==> src/rtl/uart_pkg.sv <==
// Shared types and register-map constants for the memory-mapped UART transmitter.
package uart_pkg;

  typedef enum logic [2:0] {IDLE, START, DATA, PARITY, STOP} tx_state_t;

  localparam int TXDATA_OFS = 0;
  localparam int STATUS_OFS = 1;

  localparam int ST_FULL    = 0;
  localparam int ST_EMPTY   = 1;
  localparam int ST_BUSY    = 2;
  localparam int ST_OVF     = 3;
  localparam int ST_CNT_LSB = 4;
  localparam int ST_PARITY  = 8;

endpackage

==> src/rtl/uart_tx_mmio_sync_fifo.sv <==
// Synchronous FIFO with wrap-bit pointers; head word is visible on dout without a pop.
// A pop on a full FIFO frees the slot for a push on the same edge; no empty bypass.
module sync_fifo #(
  parameter int WIDTH = 8,
  parameter int DEPTH = 8
) (
  input  logic                     clk,
  input  logic                     rst,
  input  logic                     push,
  input  logic                     pop,
  input  logic [WIDTH-1:0]         din,
  output logic                     full,
  output logic                     empty,
  output logic [$clog2(DEPTH):0]   count,
  output logic [WIDTH-1:0]         dout
);
  localparam int AW = $clog2(DEPTH);

  logic [WIDTH-1:0] mem_q [DEPTH];
  logic [AW:0]      wp_q, wp_d, rp_q, rp_d;
  logic             do_push, do_pop;

  assign empty   = (wp_q == rp_q);
  assign full    = (wp_q[AW-1:0] == rp_q[AW-1:0]) && (wp_q[AW] != rp_q[AW]);
  assign count   = wp_q - rp_q;
  assign dout    = mem_q[rp_q[AW-1:0]];
  assign do_pop  = pop && !empty;
  assign do_push = push && (!full || do_pop);
  assign wp_d    = do_push ? wp_q + 1'b1 : wp_q;
  assign rp_d    = do_pop ? rp_q + 1'b1 : rp_q;

  always_ff @(posedge clk) begin
    if (rst) begin
      wp_q <= '0;
      rp_q <= '0;
    end else begin
      wp_q <= wp_d;
      rp_q <= rp_d;
    end
  end

  always_ff @(posedge clk) begin
    if (do_push) mem_q[wp_q[AW-1:0]] <= din;
  end

endmodule

==> src/rtl/uart_tx_mmio.sv <==
// MMIO UART transmitter: TXDATA store pushes a byte, STATUS load is combinational, 8N1 serial out.
// Define UART_TX_PARITY_EN to insert an even-parity bit between the data bits and the stop bit.
module uart_tx_mmio
  import uart_pkg::*;
#(
  parameter logic [31:0] BASE_ADDR    = 32'h0000_0400,
  parameter int          CLKS_PER_BIT = 434,
  parameter int          FIFO_DEPTH   = 8
) (
  input  logic        clk,
  input  logic        rst,
  input  logic        wmem,
  input  logic        rmem,
  input  logic [31:0] addr,
  input  logic [31:0] wdata,
  output logic [31:0] rdata,
  output logic        hit,
  output logic        tx,
  output logic        irq
);
  localparam int BW = (CLKS_PER_BIT > 1) ? $clog2(CLKS_PER_BIT) : 1;
  localparam int CW = $clog2(FIFO_DEPTH) + 1;

  tx_state_t      state_q, state_d;
  logic [BW-1:0]  baud_q, baud_d;
  logic [2:0]     bit_q, bit_d;
  logic [7:0]     shift_q, shift_d;
  logic           tx_q, tx_d;
  logic           irq_q, ovf_q, ovf_d;
  logic           fifo_full, fifo_empty, pop, bit_end;
  logic [CW-1:0]  fifo_count;
  logic [7:0]     fifo_dout;
  logic           tx_hit, st_hit, wr_tx, rd_st;
  logic [31:0]    status;
  logic           unused_wdata;

  assign tx_hit       = (addr == BASE_ADDR + 32'(TXDATA_OFS));
  assign st_hit       = (addr == BASE_ADDR + 32'(STATUS_OFS));
  assign hit          = tx_hit || st_hit;
  assign wr_tx        = wmem && tx_hit;
  assign rd_st        = rmem && st_hit;
  assign unused_wdata = ^wdata[31:8];

  sync_fifo #(.WIDTH(8), .DEPTH(FIFO_DEPTH)) u_fifo (
    .clk   (clk),
    .rst   (rst),
    .push  (wr_tx),
    .pop   (pop),
    .din   (wdata[7:0]),
    .full  (fifo_full),
    .empty (fifo_empty),
    .count (fifo_count),
    .dout  (fifo_dout)
  );

`ifdef UART_TX_PARITY_EN
  logic par_q, par_d;
  assign par_d = pop ? ^fifo_dout : par_q;
  always_ff @(posedge clk) begin
    if (rst) par_q <= 1'b0;
    else     par_q <= par_d;
  end
`endif

  always_comb begin
    state_d = state_q;
    baud_d  = baud_q;
    bit_d   = bit_q;
    shift_d = shift_q;
    pop     = 1'b0;
    bit_end = (baud_q == BW'(CLKS_PER_BIT - 1));
    if (state_q != IDLE) baud_d = bit_end ? '0 : baud_q + 1'b1;
    case (state_q)
      IDLE: if (!fifo_empty) begin
        pop     = 1'b1;
        shift_d = fifo_dout;
        state_d = START;
        baud_d  = '0;
      end
      START: if (bit_end) begin
        state_d = DATA;
        bit_d   = '0;
      end
      DATA: if (bit_end) begin
        shift_d = {1'b0, shift_q[7:1]};
        bit_d   = bit_q + 3'd1;
`ifdef UART_TX_PARITY_EN
        if (bit_q == 3'd7) state_d = PARITY;
`else
        if (bit_q == 3'd7) state_d = STOP;
`endif
      end
      PARITY: if (bit_end) state_d = STOP;
      // Chain straight into the next START so back-to-back frames have no idle gap.
      STOP: if (bit_end) begin
        if (!fifo_empty) begin
          pop     = 1'b1;
          shift_d = fifo_dout;
          state_d = START;
        end else begin
          state_d = IDLE;
        end
      end
      default: state_d = IDLE;
    endcase

    tx_d = 1'b1;
    case (state_d)
      START:   tx_d = 1'b0;
      DATA:    tx_d = shift_d[0];
`ifdef UART_TX_PARITY_EN
      PARITY:  tx_d = par_d;
`endif
      default: tx_d = 1'b1;
    endcase
  end

  always_comb begin
    ovf_d = ovf_q;
    if (rd_st) ovf_d = 1'b0;
    if (wr_tx && fifo_full && !pop) ovf_d = 1'b1;
  end

  always_ff @(posedge clk) begin
    if (rst) begin
      state_q <= IDLE;
      baud_q  <= '0;
      bit_q   <= '0;
      shift_q <= '0;
      tx_q    <= 1'b1;
      irq_q   <= 1'b1;
      ovf_q   <= 1'b0;
    end else begin
      state_q <= state_d;
      baud_q  <= baud_d;
      bit_q   <= bit_d;
      shift_q <= shift_d;
      tx_q    <= tx_d;
      irq_q   <= fifo_empty && (state_q == IDLE);
      ovf_q   <= ovf_d;
    end
  end

  always_comb begin
    status                   = '0;
    status[ST_FULL]          = fifo_full;
    status[ST_EMPTY]         = fifo_empty;
    status[ST_BUSY]          = (state_q != IDLE);
    status[ST_OVF]           = ovf_q;
    status[ST_CNT_LSB +: 4]  = (32'(fifo_count) > 32'd15) ? 4'hF : 4'(fifo_count);
`ifdef UART_TX_PARITY_EN
    status[ST_PARITY]        = 1'b1;
`endif
  end

  assign rdata = rd_st ? status : 32'h0;
  assign tx    = tx_q;
  assign irq   = irq_q;

endmodule

==> config.mk <==
export PLATFORM = sky130hd
export DESIGN_NAME = uart_tx_mmio
export DESIGN_NICKNAME = d
export VERILOG_FILES = /design/src/rtl/uart_pkg.sv /design/src/rtl/uart_tx_mmio_sync_fifo.sv /design/src/rtl/uart_tx_mmio.sv
export SDC_FILE = /design/constraint.sdc
export NUM_CORES = 1
export LEC_CHECK = 0
export BUFFER_PORTS_ARGS = -buffer_cell sky130_fd_sc_hd__buf_2
export CORE_UTILIZATION = 25
export DETAILED_ROUTE_END_ITERATION = 12
export SYNTH_ARGS = -nofsm -noshare
export SYNTH_HDL_FRONTEND = slang
export SYNTH_SLANG_ARGS = --single-unit
export TNS_END_PERCENT = 5
==> constraint.sdc <==
create_clock -name clk -period 3.1 [get_ports clk]
set_input_delay 0.155 -clock clk [delete_from_list [all_inputs] [get_ports clk]]
set_output_delay 0.155 -clock clk [all_outputs]
set_load 0.005 [all_outputs]
# After elaboration in Yosys (flattened, before gate mapping)
# Memories as Yosys holds them, arrays and structs flattened. A register that Yosys moved wholly into a read port is not among the register bits.
# Cells that the tools add are included.
[totals]
reg_bits = 34
mem_bits_rw = 64
out_inout_bits = 35
memories = 1
[mem_list]
columns = ["name", "depth", "width", "read_ports", "rd_ports_with_merged_regs", "wr", "line_no", "source"]
rows = [
  ["u_fifo.mem_q", 8, 8, 1, 1, 1, "uart_tx_mmio_sync_fifo.sv:19", "logic [WIDTH-1:0] mem_q [DEPTH];"],
]
[classes]
add_sub_neg = 5
n_eq_ne = 16
muxes = 30
n_reduce_logical = 20
[op_table]
columns = ["op", "count"]
rows = [
  ["equality test 32 x 11 -> 1 bit (second input constant)", 2],
  ["2-to-1 mux 9 bit", 4],
  ["2-to-1 mux 8 bit", 4],
  ["2-to-1 mux 3 bit", 10],
  ["one-hot mux 8 bit (3 select lines)", 1],
  ["one-hot mux 3 bit (5 select lines)", 1],
  ["adder 9 x 1 -> 9 bit (second input constant)", 1],
  ["equality test 3 x 2 -> 1 bit (second input constant)", 3],
  ["equality test 9 bit (second input constant)", 1],
  ["adder 4 x 1 -> 4 bit (second input constant)", 2],
  ["logical AND 1 bit", 8],
  ["2-to-1 mux 1 bit", 7],
  ["equality test 3 x 1 -> 1 bit (second input constant)", 2],
  ["equality test 3 bit (second input constant)", 2],
  ["inequality test 2 bit (second input constant)", 3],
  ["one-hot mux 3 bit (2 select lines)", 1],
  ["AND reduction 3 bit", 2],
  ["nonzero test 3 bit", 2],
  ["equality test 4 bit", 1],
  ["one-hot mux 1 bit (2 select lines)", 2],
  ["nonzero test 2 bit", 2],
  ["subtractor 4 bit", 1],
  ["adder 3 x 1 -> 3 bit (second input constant)", 1],
  ["equality test 3 bit", 1],
  ["other kinds (4)", 7],
]

# Depth between registers and ports, before layout
[logic_depth]
word_depth = 9
mapped_depth = 9

# Cells and area by module
# From an unflattened synthesis, not the netlist that was laid out.
[unflattened]
cells_unflattened = 360
hier_area_um2 = 4704.5
[modules_own_cells]
columns = ["mod", "instances", "cells_each", "area_each_um2", "seq_area_each_um2"]
rows = [
  ["sync_fifo", 1, 166, 3101.7, 2142.1],
  ["uart_tx_mmio", 1, 194, 1602.8, 520.5],
]

# Worst setup path after synthesis
# OpenSTA, ideal clock, no wires.
[synth_timing]
path_type = "flip-flop to flip-flop"
startpoint = "reg baud_q[0]"
endpoint = "mem u_fifo.mem_q[0][0], enable pin"
arrival_time_ns = 2.075
setup_slack_ns = 0.642
stages_incl_launch_ff = 7
path_buffers = 0
path_cell_list = "dfxtp_1 -> ha_1 -> nand4b_1 -> o21ai_1 -> a21o_1 -> nand3_1 -> nor3_1"
[synth_between]
elab_chain_cells = 8
[synth_lines]
columns = ["item", "line_no", "source"]
rows = [
  ["from (decl)", "uart_tx_mmio.sv:25", "logic [BW-1:0] baud_q, baud_d;"],
  ["from (signal assigned)", "uart_tx_mmio.sv:135", "baud_q <= baud_d;"],
  ["equality test 9 bit", "uart_tx_mmio.sv:71", "bit_end = (baud_q == BW'(CLKS_PER_BIT - 1));"],
  ["2-to-1 mux 1 bit", "uart_tx_mmio.sv:95", "STOP: if (bit_end) begin"],
  ["one-hot mux 1 bit (2 select lines)", "uart_tx_mmio.sv:73", "case (state_q)"],
  ["logical AND 1 bit", "uart_tx_mmio_sync_fifo.sv:27", "assign do_pop = pop && !empty;"],
  ["logical OR 1 bit", "uart_tx_mmio_sync_fifo.sv:28", "assign do_push = push && (!full || do_pop);"],
  ["logical AND 1 bit", "uart_tx_mmio_sync_fifo.sv:28", ""],
  ["2-to-1 mux 1 bit", "uart_tx_mmio_sync_fifo.sv:43", "if (do_push) mem_q[wp_q[AW-1:0]] <= din;"],
  ["2-to-1 mux 1 bit (not written as such)", "uart_tx_mmio_sync_fifo.sv:43", ""],
  ["to (decl)", "uart_tx_mmio_sync_fifo.sv:19", ""],
]
# Every way passes these cells.

# Final worst setup path
[layout_timing]
startpoint = "reg u_fifo.wp_q[0]"
endpoint = "reg baud_q[8]"
[layout_between]
elab_chain_cells = 3
[layout_lines]
columns = ["item", "line_no", "source"]
rows = [
  ["from (decl)", "uart_tx_mmio_sync_fifo.sv:20", "logic [AW:0] wp_q, wp_d, rp_q, rp_d;"],
  ["from (signal assigned)", "uart_tx_mmio_sync_fifo.sv:37", "wp_q <= wp_d;"],
  ["equality test 4 bit", "uart_tx_mmio_sync_fifo.sv:23", "assign empty = (wp_q == rp_q);"],
  ["2-to-1 mux 9 bit", "uart_tx_mmio.sv:74", "IDLE: if (!fifo_empty) begin"],
  ["2-to-1 mux 9 bit", "uart_tx_mmio.sv:73", ""],
]
# Every way passes these cells.
# A chain may end at the register's enable or synchronous reset.

==> flow_summary.yaml <==
status:
  status: "finished with violations"
  violations: "design-rule violations"
clock_tree:
  cts_resized: 0
  postCtsSetupBuffers: 0
  clkTransAtPathRegs_ns: 0.08
  h-tree-depth: 3
  cts_tree: "built"
  numCtsBuffers: 9
  cts_hold_buffers: 0
  clockRootBuffer: "clkbuf_16"
  cts_buffer_depth: 2
  cts.sinks: 101
  clock_latency_ns: 0.35
sta:
  setup-violations-final: 0
  rsz0062_at_grt: "no"
  hold_violations: 0
  finalMaxSlewViolations: 0
  max_slew_margin: 0.451
  fmax_mhz: 427
  fin_skew_ns: 0.00791
  fin_tns_setup_ns: 0
  finalCritPeriodShare: 0.756
  period_needed_ns: 2.34
  hold-worst-slack_ns: 0.0735
  worstMarginPinSlew_ns: 0.823
  layout_setup_ws_ns: 0.758
yosys:
  synth_edf_count: 64
  ys_warn_count: 0
  ys_seq_area_frac: 0.567
  syn_area_per_cell_um2: 12.2
  synthesis.area_um2: 4700
  ys.flop_type: "edfxtp_1"
  syn_inst: 384
  synthArstFlopShare: 0
  synthDistinctLibCells: 52
  ys_seq_elements: 101
final_layout:
  utilization: 0.301
  layout.nets: 520
  final_cell_mix: "edfxtp_1 (64), buf_2 (54), nor2_1 (39)"
  final_common_cell: "edfxtp_1"
  final.fill_count: 1818
  area_growth_pct: 16.7
  layout-drive-gt1-share: 0.246
  diodes: 0
floorplanning:
  core_area_um2: 18200
  dieArea_um2: 19400
  die_x_um: 139
  rows: 49
  fp.dieH_um: 139
  io_pins: 103
  start_util: 0.258
grt:
  grt_max_degree: 39
  grt_pass1_vias: 3090
  antenna_found_initial: 0
  grt_pass1_wl_mm: 15.2
  grt.total_usage: 0.101
  grt-ovfl-total: 0
placed_design:
  place_ws_ns: 0.728
  gp_congestion: 0.776
  dp_hpwl_mm: 6.47
  port_buffers: 54
route:
  wl_per_cell_um: 13.9
  wl_mm: 9.40
  ant_nets: 0
  vias: 3125
  drc: 5
  drt_iter0_markers: 154
  vias_per_cell: 4.62
  firstDrtPassIters: 10
pwr:
  ir_drop_mv: 0.392
  p_leak_nw: 1.86
  p_per_area_nw_per_um2: 549
worst_setup_path:
  worstSetupPathType: "register to register"
  cp-start-kind: "register"
  cp.arrival_ns: 2.61
  end_kind: "register"
  worstPathRequired_ns: 3.36
  rr_worst_depth: 7
  cp_max_fo: 15
worst_hold_path:
  hold_path_depth: 1
  min_path_type: "input pin to register"
flow_run:
  max_cap_violations: 0
==> stage by stage <==
stage          power (W)  cell area (um^2)  instances
2_1_floorplan    0.00184              4790        407
3_3_place_gp     0.00190              5170        660
3_5_place_dp     0.00192              5170        660
4_1_cts          0.00304              5480        676
5_1_grt          0.00314              5480        676
6_report         0.00301              5480        676
==> layout make-up <==
cell class	instances	area, um^2	share of cell area
Clock buffer	9	225	0.0411
Inverter	10	37.5	0.00684
Sequential cell	101	2660	0.486
Timing Repair Buffer	66	360	0.0657
Clock inverter	7	83.8	0.0153
Tap cell	229	287	0.0522
Multi-Input combinational cell	254	1830	0.333
==> per-layer routing <==
metal,track usage,share of wire
met5,0,0
met4,0.0351,0.017
met3,0.0318,0.039
met2,0.176,0.51
met1,0.115,0.43
==> final timing paths <==
path,from,end,slack (ns)
setup reg to reg,u_fifo.wp_q[0],baud_q[8],0.76
hold reg to reg,shift_q[2],shift_q[1],0.50
setup / recovery,u_fifo.wp_q[0],baud_q[8],0.76
hold / removal,wdata[1],u_fifo.mem_q[5][1],0.07
==> where the power goes <==
| group | internal (W) | total (W) | switching (W) |
|---|---|---|---|
| Clock | 0.000578 | 0.00113 | 0.000547 |
| Combinational | 0.000169 | 0.000370 | 0.000201 |
| Sequential | 0.00147 | 0.00151 | 0.0000395 |
| Total | 0.00222 | 0.00301 | 0.000788 |
==> flip-flops by register name, summed over array words and instances (netlist names), named ones only <==
signal	flops
baud_q	9
bit_q	3
irq	1
ovf_q	1
shift_q	8
state_q	3
tx	1
u_fifo.mem_q	64
u_fifo.rp_q	4
u_fifo.wp_q	4
==> cell usage after synthesis (2+ instances only) <==
| library cell | instances | area, um^2 |
|---|---|---|
| nand2_1 | 19 | 71.3 |
| or3_1 | 5 | 31.3 |
| mux4_2 | 16 | 360 |
| and3_1 | 4 | 25.0 |
| o21a_1 | 2 | 15.0 |
| mux2i_1 | 8 | 80.1 |
| buf_2 | 5 | 25.0 |
| o21ai_1 | 2 | 10.0 |
| nand3_1 | 11 | 55.1 |
| a22oi_1 | 4 | 30.0 |
| edfxtp_1 | 64 | 1920 |
| or2_2 | 3 | 18.8 |
| nand3b_1 | 4 | 30.0 |
| o21ai_0 | 8 | 40.0 |
| xnor2_1 | 5 | 43.8 |
| ha_1 | 9 | 113 |
| nor3_1 | 7 | 35.0 |
| clkbuf_1 | 12 | 45.0 |
| mux2_2 | 2 | 22.5 |
| o32a_1 | 2 | 20.0 |
| nor2_1 | 39 | 146 |
| a21oi_1 | 24 | 120 |
| buf_4 | 25 | 188 |
| inv_1 | 9 | 33.8 |
| nor4_1 | 9 | 56.3 |
| a311oi_1 | 6 | 52.6 |
| a21o_1 | 2 | 15.0 |
| nor2b_1 | 5 | 31.3 |
| o211ai_1 | 7 | 52.6 |
| nand4_1 | 2 | 12.5 |
| xor2_1 | 3 | 26.3 |
| dfxtp_1 | 37 | 741 |
| a31oi_1 | 2 | 12.5 |
| nand2b_1 | 4 | 25.0 |
==> cell families after synthesis <==
logic type | Yosys count | synth area share
compound gates | 64 | 0.0881
fa+ha+maj | 10 | 0.0282
buf+inv | 52 | 0.0628
other cells | 1 | 0.000798
flops | 101 | 0.567
xor+xnor | 8 | 0.0149
mux | 26 | 0.0985
simple gates | 122 | 0.140
==> critical path, stage by stage, from the launching register on <==
cell,delay (ns)
dfxtp_1,0.38
inv_1,0.10
ha_1,0.31
nand3_1,0.17
or2_2,0.46
nor3_2,0.47
o21ai_0,0.20
a21oi_1,0.18
No activity file was read; power rests on OpenSTA's default activity.
